==> config.mk <==
export PLATFORM = sky130hd
export DESIGN_NAME = load_store_unit
export DESIGN_NICKNAME = d
export VERILOG_FILES = /design/src/rtl/load_store_unit.sv
export SDC_FILE = /design/constraint.sdc
export NUM_CORES = 1
export LEC_CHECK = 0
export BUFFER_PORTS_ARGS = -buffer_cell sky130_fd_sc_hd__buf_2
export CAP_MARGIN = 20
export CORE_ASPECT_RATIO = 1.25
export CORE_UTILIZATION = 50
export DETAILED_ROUTE_END_ITERATION = 12
export PLACE_DENSITY = 0.83
export SYNTH_ARGS = -nofsm -noshare
export SYNTH_HDL_FRONTEND = slang
export SYNTH_SLANG_ARGS = --single-unit
==> constraint.sdc <==
create_clock -name clk -period 2.6 [get_ports clk]
set_input_delay 0.39 -clock clk [delete_from_list [all_inputs] [get_ports clk]]
set_output_delay 0.39 -clock clk [all_outputs]
set_load 0.03 [all_outputs]
==> src/rtl/load_store_unit.sv <==
// Load/store unit: takes the effective address, store data and func3 from the
// ALU stage and runs one memory access over a req/gnt/rvalid handshake.
// Load results are returned sign- or zero-extended. busy stalls the core while
// an access is outstanding.
module load_store_unit #(
    parameter int TIMEOUT_CYCLES = 255,
    parameter int CNT_W          = 8
) (
    input  logic        clk,
    input  logic        rst_n,
    input  logic        start,
    input  logic [4:0]  opcode,
    input  logic [2:0]  func3,
    input  logic [31:0] addr,
    input  logic [31:0] store_data,
    output logic        busy,
    output logic        done,
    output logic        fault,
    output logic [1:0]  fault_code,
    output logic [31:0] load_data,
    output logic        mem_req,
    output logic        mem_we,
    output logic [31:0] mem_addr,
    output logic [3:0]  mem_wstrb,
    output logic [31:0] mem_wdata,
    input  logic        mem_gnt,
    input  logic        mem_rvalid,
    input  logic [31:0] mem_rdata
);

    typedef enum logic [1:0] {IDLE, REQ, WAIT_R, DONE} state_t;

    localparam logic [4:0] OP_LOAD  = 5'b00000;
    localparam logic [4:0] OP_STORE = 5'b01000;

    localparam logic [1:0] FC_NONE      = 2'b00;
    localparam logic [1:0] FC_MISALIGN  = 2'b01;
    localparam logic [1:0] FC_ILLEGAL   = 2'b10;
    localparam logic [1:0] FC_TIMEOUT   = 2'b11;

    // A zero timeout disables the abort path; otherwise the counter runs
    // 0..TIMEOUT_CYCLES-1 and the last count without a response aborts.
    localparam bit              TO_EN   = (TIMEOUT_CYCLES != 0);
    localparam logic [CNT_W-1:0] TO_LAST = CNT_W'((TIMEOUT_CYCLES > 0) ? TIMEOUT_CYCLES - 1 : 0);

    state_t           state;
    logic [CNT_W-1:0] cnt;
    logic             is_load_q;
    logic [2:0]       func3_q;
    logic [1:0]       lane_q;

    logic             is_load;
    logic             is_store;
    logic             illegal;
    logic             misaligned;
    logic [3:0]       wstrb_n;
    logic [31:0]      wdata_n;

    logic [7:0]       rbyte;
    logic [15:0]      rhalf;
    logic [31:0]      ext_data;

    // Decode the incoming request: classify the opcode, check func3 and
    // alignment, and build the lane-replicated write data and byte strobes.
    always_comb begin
        is_load    = (opcode == OP_LOAD);
        is_store   = (opcode == OP_STORE);
        illegal    = 1'b0;
        misaligned = 1'b0;
        wstrb_n    = 4'b0000;
        wdata_n    = 32'h0;

        if (is_load) begin
            illegal = (func3 == 3'b011) || (func3 == 3'b110) || (func3 == 3'b111);
        end else begin
            illegal = func3[2] || (func3[1:0] == 2'b11);
        end

        case (func3[1:0])
            2'b01:   misaligned = addr[0];
            2'b10:   misaligned = (addr[1:0] != 2'b00);
            default: misaligned = 1'b0;
        endcase

        case (func3[1:0])
            2'b00: begin
                wdata_n = {4{store_data[7:0]}};
                wstrb_n = 4'b0001 << addr[1:0];
            end
            2'b01: begin
                wdata_n = {2{store_data[15:0]}};
                wstrb_n = 4'b0011 << addr[1:0];
            end
            default: begin
                wdata_n = store_data;
                wstrb_n = 4'b1111;
            end
        endcase
    end

    // Pick the addressed byte/halfword out of the returned word and extend it
    // according to the latched func3.
    always_comb begin
        case (lane_q)
            2'd0:    rbyte = mem_rdata[7:0];
            2'd1:    rbyte = mem_rdata[15:8];
            2'd2:    rbyte = mem_rdata[23:16];
            default: rbyte = mem_rdata[31:24];
        endcase
        rhalf = lane_q[1] ? mem_rdata[31:16] : mem_rdata[15:0];

        case (func3_q)
            3'b000:  ext_data = {{24{rbyte[7]}}, rbyte};
            3'b100:  ext_data = {24'h0, rbyte};
            3'b001:  ext_data = {{16{rhalf[15]}}, rhalf};
            3'b101:  ext_data = {16'h0, rhalf};
            default: ext_data = mem_rdata;
        endcase
    end

    // Access sequencer: accepts a request, faults it on decode or runs the
    // memory handshake, and registers every output it drives.
    always_ff @(posedge clk or negedge rst_n) begin
        if (!rst_n) begin
            state      <= IDLE;
            cnt        <= '0;
            is_load_q  <= 1'b0;
            func3_q    <= 3'b000;
            lane_q     <= 2'b00;
            busy       <= 1'b0;
            done       <= 1'b0;
            fault      <= 1'b0;
            fault_code <= FC_NONE;
            load_data  <= 32'h0;
            mem_req    <= 1'b0;
            mem_we     <= 1'b0;
            mem_addr   <= 32'h0;
            mem_wstrb  <= 4'b0000;
            mem_wdata  <= 32'h0;
        end else begin
            done <= 1'b0;
            case (state)
                IDLE: begin
                    if (start && (is_load || is_store)) begin
                        is_load_q  <= is_load;
                        func3_q    <= func3;
                        lane_q     <= addr[1:0];
                        busy       <= 1'b1;
                        fault      <= 1'b0;
                        fault_code <= FC_NONE;
                        if (illegal) begin
                            state      <= DONE;
                            done       <= 1'b1;
                            fault      <= 1'b1;
                            fault_code <= FC_ILLEGAL;
                        end else if (misaligned) begin
                            state      <= DONE;
                            done       <= 1'b1;
                            fault      <= 1'b1;
                            fault_code <= FC_MISALIGN;
                        end else begin
                            state     <= REQ;
                            cnt       <= '0;
                            mem_req   <= 1'b1;
                            mem_we    <= is_store;
                            mem_addr  <= {addr[31:2], 2'b00};
                            mem_wstrb <= is_store ? wstrb_n : 4'b0000;
                            mem_wdata <= is_store ? wdata_n : 32'h0;
                        end
                    end
                end

                REQ: begin
                    if (mem_gnt) begin
                        mem_req <= 1'b0;
                        cnt     <= '0;
                        if (is_load_q) begin
                            state <= WAIT_R;
                        end else begin
                            state <= DONE;
                            done  <= 1'b1;
                        end
                    end else if (TO_EN && (cnt == TO_LAST)) begin
                        mem_req    <= 1'b0;
                        state      <= DONE;
                        done       <= 1'b1;
                        fault      <= 1'b1;
                        fault_code <= FC_TIMEOUT;
                    end else begin
                        cnt <= cnt + 1'b1;
                    end
                end

                WAIT_R: begin
                    if (mem_rvalid) begin
                        load_data <= ext_data;
                        state     <= DONE;
                        done      <= 1'b1;
                    end else if (TO_EN && (cnt == TO_LAST)) begin
                        state      <= DONE;
                        done       <= 1'b1;
                        fault      <= 1'b1;
                        fault_code <= FC_TIMEOUT;
                    end else begin
                        cnt <= cnt + 1'b1;
                    end
                end

                default: begin
                    state      <= IDLE;
                    busy       <= 1'b0;
                    fault      <= 1'b0;
                    fault_code <= FC_NONE;
                end
            endcase
        end
    end

endmodule

* Word-level counts from Yosys, hierarchy flattened
Cells that the tools add are included.
Storage, ports and cells: output and inout port bits 107, flip-flop bits (word level) 121, word-level logic and storage cells 115
Operators by class: bitwise gates (word level) 3, add/sub/neg operators 1, reductions and logical operators 21, muxes and demuxes 52, equality and inequality tests 21, shift-type cells 2
Operators by type and width (number):
- $pmux W32 S4 | 1
- $pmux W32 S2 | 1
- $mux W8 | 6
- $pmux W8 S3 | 2
- $mux W32 | 1
- $mux W2 | 11
- $mux W1 | 20
- $mux W16 | 1
- $eq A3 B3 Y1 const B | 4
- $pmux W2 S3 | 2
- $ne A2 B2 Y1 const B | 5
- $reduce_and A5 Y1 | 2
- $add A8 B1 Y8 const B | 1
- $eq A2 B2 Y1 const B | 4
- $eq A8 B8 Y1 const B | 1
- $pmux W4 S2 | 1
- $eq A2 B1 Y1 const B | 3
- $logic_not A2 Y1 | 3
- $pmux W1 S2 | 3
- $pmux W1 S3 | 2
- $reduce_and A2 Y1 | 3
- $eq A5 B4 Y1 const B | 1
- $logic_not A5 Y1 | 1
- $logic_or A1 B1 Y1 | 4
- other kinds (14) | 17

* Longest topological paths before layout
word-level depth 7, mapped depth 10, depth with buffers taken out 7

* Worst setup path after synthesis
Ideal clock, no wire load.
kind register to register, start register state[0], end register cnt[1], setup slack 413 ps, arrival time 2062 ps, cell stages (with the launch flop) 9, period minus slack after synthesis 2187 ps, library setup time 125 ps, cells stage by stage dfrtp_1 -> inv_1 -> ha_1 -> clkbuf_1 -> nand3_2 -> a21oi_1 -> and2_1 -> buf_2 -> mux2_2
Between the ends: longest elaborated chain between the ends 3, elaborated cells on any way between the ends 10
RTL lines:
- start: declaration | line 46 | state_t state;
- start signal: assignment | line 125 | state <= IDLE;
- start signal: assignment | line 152 | state <= DONE;
- start signal: assignment | line 157 | state <= DONE;
- $eq A2 B2 Y1 (tied with other cells) | line 142 | case (state)
- $ne A2 B2 Y1 (no line) / $reduce_bool A3 Y1 (equally long branches)
- $reduce_and A5 Y1 (no line)
- end signal: assignment | line 190 | cnt <= cnt + 1'b1;
- end signal: assignment | line 205 | cnt <= cnt + 1'b1;
- end: declaration | line 47 | logic [CNT_W-1:0] cnt;
Parallel ways exist; a longest one is shown, timed or not. A chain may end at the register's enable or synchronous reset.

* Worst setup path after layout
start register state[1], end register fault_code[1]
Between the ends: longest elaborated chain between the ends 3, elaborated cells on any way between the ends 8
RTL lines:
- $eq A2 B2 Y1 (tied with other cells) | line 142
- $ne A2 B2 Y1 (no line)
- $reduce_and A3 Y1 (no line)
- end signal: assignment | line 150 | fault_code <= FC_NONE;
- end signal: assignment | line 155 | fault_code <= FC_ILLEGAL;
- end signal: assignment | line 160 | fault_code <= FC_MISALIGN;
- end: declaration | line 19 | output logic [1:0] fault_code,
Parallel ways exist; a longest one is shown, timed or not.

==> results.cfg <==
[run_status]
status = finished, final reports clean

[worst_hold_path]
hp-start = addr[2]
holdPathStages = 2
hold_path_class = in -> reg
min_delay_worst_endpoint = mem_addr[2]

[sta]
finalMaxSlewViolations = 0
finClkSkew_ns = 0.00983
finalCriticalPeriod_ns = 2.25
worstMarginPinSlew_ns = 0.593
slew_headroom_pct = 60.5
final-setup-viol-count = 0
rsz0062_at_grt = no
hold_viol = 0
fin_crit_sh_pct = 86.4
setup_tns_ns = 0
max_freq_mhz = 445

[power_and_ir_drop]
power_density_nw_per_um2 = 1040
switching_share_pct = 38.1
pwr-share-clk_pct = 29.7
power_leakage_uw = 0.00403
peakVddDrop_v = 0.000477
p_int_uw = 5000
p_comb_share_pct = 37.3
p_switching_uw = 3070
seq_power_share_pct = 33.0

[final_layout]
layout.cells.non_filler = 950
syn2layout_area_growth_pct = 31.2
utilization_pct = 67.0
layout-drive-gt1-share_pct = 38.0
nNetsFinal = 920

[floorplanning]
coreArea_um2 = 11600
start_util_pct = 51.1
dieArea_um2 = 12300
fp.dieW_um = 99.2
rows = 44
die-height_um = 123
pin_count = 216

[route]
vias_per_cell = 5.75
drtIter0Drc = 293
wl_per_cell_um = 17.0
first_pass_iters = 5
vias = 5467
ant_nets = 0
drc_errors = 0
routed_wl_um = 16200

[cts]
tritoncts = yes
cts-buffers-inserted = 17
h-tree-depth = 4
cts_buffer_depth = 2
cts.sinks = 121
root_buffer = clkbuf_16
cts.clk_slew.worst_paths_ns = 0.05
worst_skew_pair.late_latency_ns = 0.42
cts_setup_buffers = 0

[logic_synthesis]
synthXorXnorAreaFrac_pct = 0
synth_top_flop_cell = dfrtp_1
synth_compound_gate_area_share_pct = 16.9
synth-simple-area-share_pct = 15.7
syn_inst = 589
synth-adder-area-share_pct = 2.54
netlist-cell-type-count = 53
yosysMostFrequentCell = dfrtp_1
netlist_top_cells_count = dfrtp_1 (121), nand2_1 (88), o21ai_0 (46)
syn_avg_cell_area_um2 = 10.0
yosysTopAreaCell = dfrtp_1
synth_edf_count = 0
netlist_area_um2 = 5900
async_reset_ff_share_pct = 100
synth_top_family_by_area = compound AO/OA/AOI/OAI gates
yosys_register_bits = 121
synth_area_leaders = dfrtp_1 (51%), mux2_2 (7.4%), nand2_1 (5.6%)
yosys_warnings = 0
synthMuxAreaShare_pct = 9.85
synth_sequential_area_ratio_pct = 51.3
synth_top_area_share_pct = 51.3

[worst_setup_path]
r2r-start = state[1]
end_kind = flip-flop
regToRegSetupSlack_ns = 0.35
regToRegEndpoint = fault_code[1]
crit_fanout = 10
crit_type = reg -> reg
critPathArrivalTime_ns = 2.54
worst_setup_path_start_kind = flip-flop
crit_required_ns = 2.89
ff2ff_path_depth = 7

[global_route]
grt_util_all_layers_pct = 26.1
grt_first_pass_wirelength_um = 24800
grt_pass1_vias = 5159
grt_antenna_before_repair = 1
grt_max_degree = 65
grt_overflow = 0

[placed_design]
place_congestion = 0.847
portBuffers = 213
place_inst = 917
dpl.hpwl_um = 11600

[job]
maxCapViolCount = 0
-- repair_timing --
item                                   CTS  global route
gates resized for setup                  0             0
hold buffers                             1             0
endpoints found under the hold margin   31             0
-- routing by layer --
| metal | up-vias | global-route usage (%) | part of all wire (%) |
|---|---|---|---|
| met3 | 74 | 6.05 | 6.7 |
| met1 | 2606 | 30.8 | 38 |
| met2 | 256 | 43.9 | 50 |
| met4 | 2 | 14.9 | 4.8 |
| li1 | 2529 | - | - |
| met5 | - | 0 | 0.074 |
-- how the worst max path moves through the flow --
stage                     slack [ns]  cells past startpoint            end     start
after floorplan                 0.41                      8         cnt[1]  state[0]
after global placement          0.29                      9        mem_req  func3[0]
after detailed placement        0.17                      9        mem_req  func3[0]
after CTS                       0.37                      7  fault_code[0]  state[1]
after global routing            0.19                      7  fault_code[0]  state[1]
final                           0.35                      7  fault_code[1]  state[1]
-- sequential cells by signal, summed over array words and instances, names as in the netlist --
| name | cells |
|---|---|
| busy | 1 |
| state | 2 |
| mem_wdata | 32 |
| mem_wstrb | 4 |
| mem_addr | 30 |
| func3_q | 3 |
| fault_code | 2 |
| cnt | 8 |
| load_data | 32 |
| mem_req | 1 |
| is_load_q | 1 |
| done | 1 |
| lane_q | 2 |
| mem_we | 1 |
| fault | 1 |
-- power by group through the flow --
stage / sequential (uW) / combinational, uW / clock (uW)
4_1_cts: 2660 / 3000 / 2420
3_5_place_dp: 2690 / 2960 / 0
5_1_grt: 2720 / 3250 / 2490
2_1_floorplan: 3340 / 1370 / 0
6_report: 2660 / 3010 / 2400
3_3_place_gp: 2670 / 2870 / 0
-- per-stage QoR --
step | area, um2 | hold slack [ns] | power, uW | worst slack, ns
after floorplan | 5910 | 0.0944 | 4710 | 0.413
after global placement | 7130 | 0.362 | 5540 | 0.292
after detailed placement | 7130 | 0.369 | 5640 | 0.173
after CTS | 7740 | 0.201 | 8080 | 0.365
after global routing | 7740 | 0.209 | 8460 | 0.186
final | 7750 | 0.206 | 8070 | 0.353
-- critical path: stages (launching register included) --
cell	delay [ns]
dfrtp_1	0.43
inv_1	0.11
ha_1	0.40
inv_1	0.17
o2111ai_1	0.47
or3_1	0.19
a21boi_0	0.09
a221o_1	0.27
-- cells in the final DEF (no fill, tap or decap), types with 3 or more instances in the layout --
master	instances
buf_2	212
dfrtp_1	121
nand2_1	88
o21ai_0	46
nand3_1	39
mux2_2	39
a21oi_1	31
nor2_1	30
o31ai_1	26
clkbuf_16	17
buf_4	17
nand2b_1	12
mux2i_1	12
ha_1	12
nand3b_1	9
a31oi_1	9
inv_1	8
a22o_1	8
a21o_1	5
and3_1	4
and2_1	4
clkbuf_8	4
a21boi_0	3
a2bb2oi_1	3
bufinv_16	3
clkbuf_1	3
-- kinds of logic after synthesis --
logic type	after synthesis
AO/OA/AOI/OAI	155
adder cells (fa/ha/maj)	12
buffers and inverters	50
flip-flops	121
multiplexers	52
other	1
AND/OR/NAND/NOR	198
-- final cells by class --
| type | count | area (um2) |
|---|---|---|
| Antenna cell | 1 | 2.50 |
| Timing Repair Buffer | 232 | 1240 |
| Sequential cell | 121 | 3030 |
| Inverter | 8 | 30.0 |
| Clock inverter | 7 | 115 |
| Tap cell | 138 | 173 |
| Multi-Input combinational cell | 419 | 2670 |
| Clock buffer | 24 | 492 |
| Fill cell | 894 | 3810 |
Note: power is estimated with default switching activity, not from simulation.
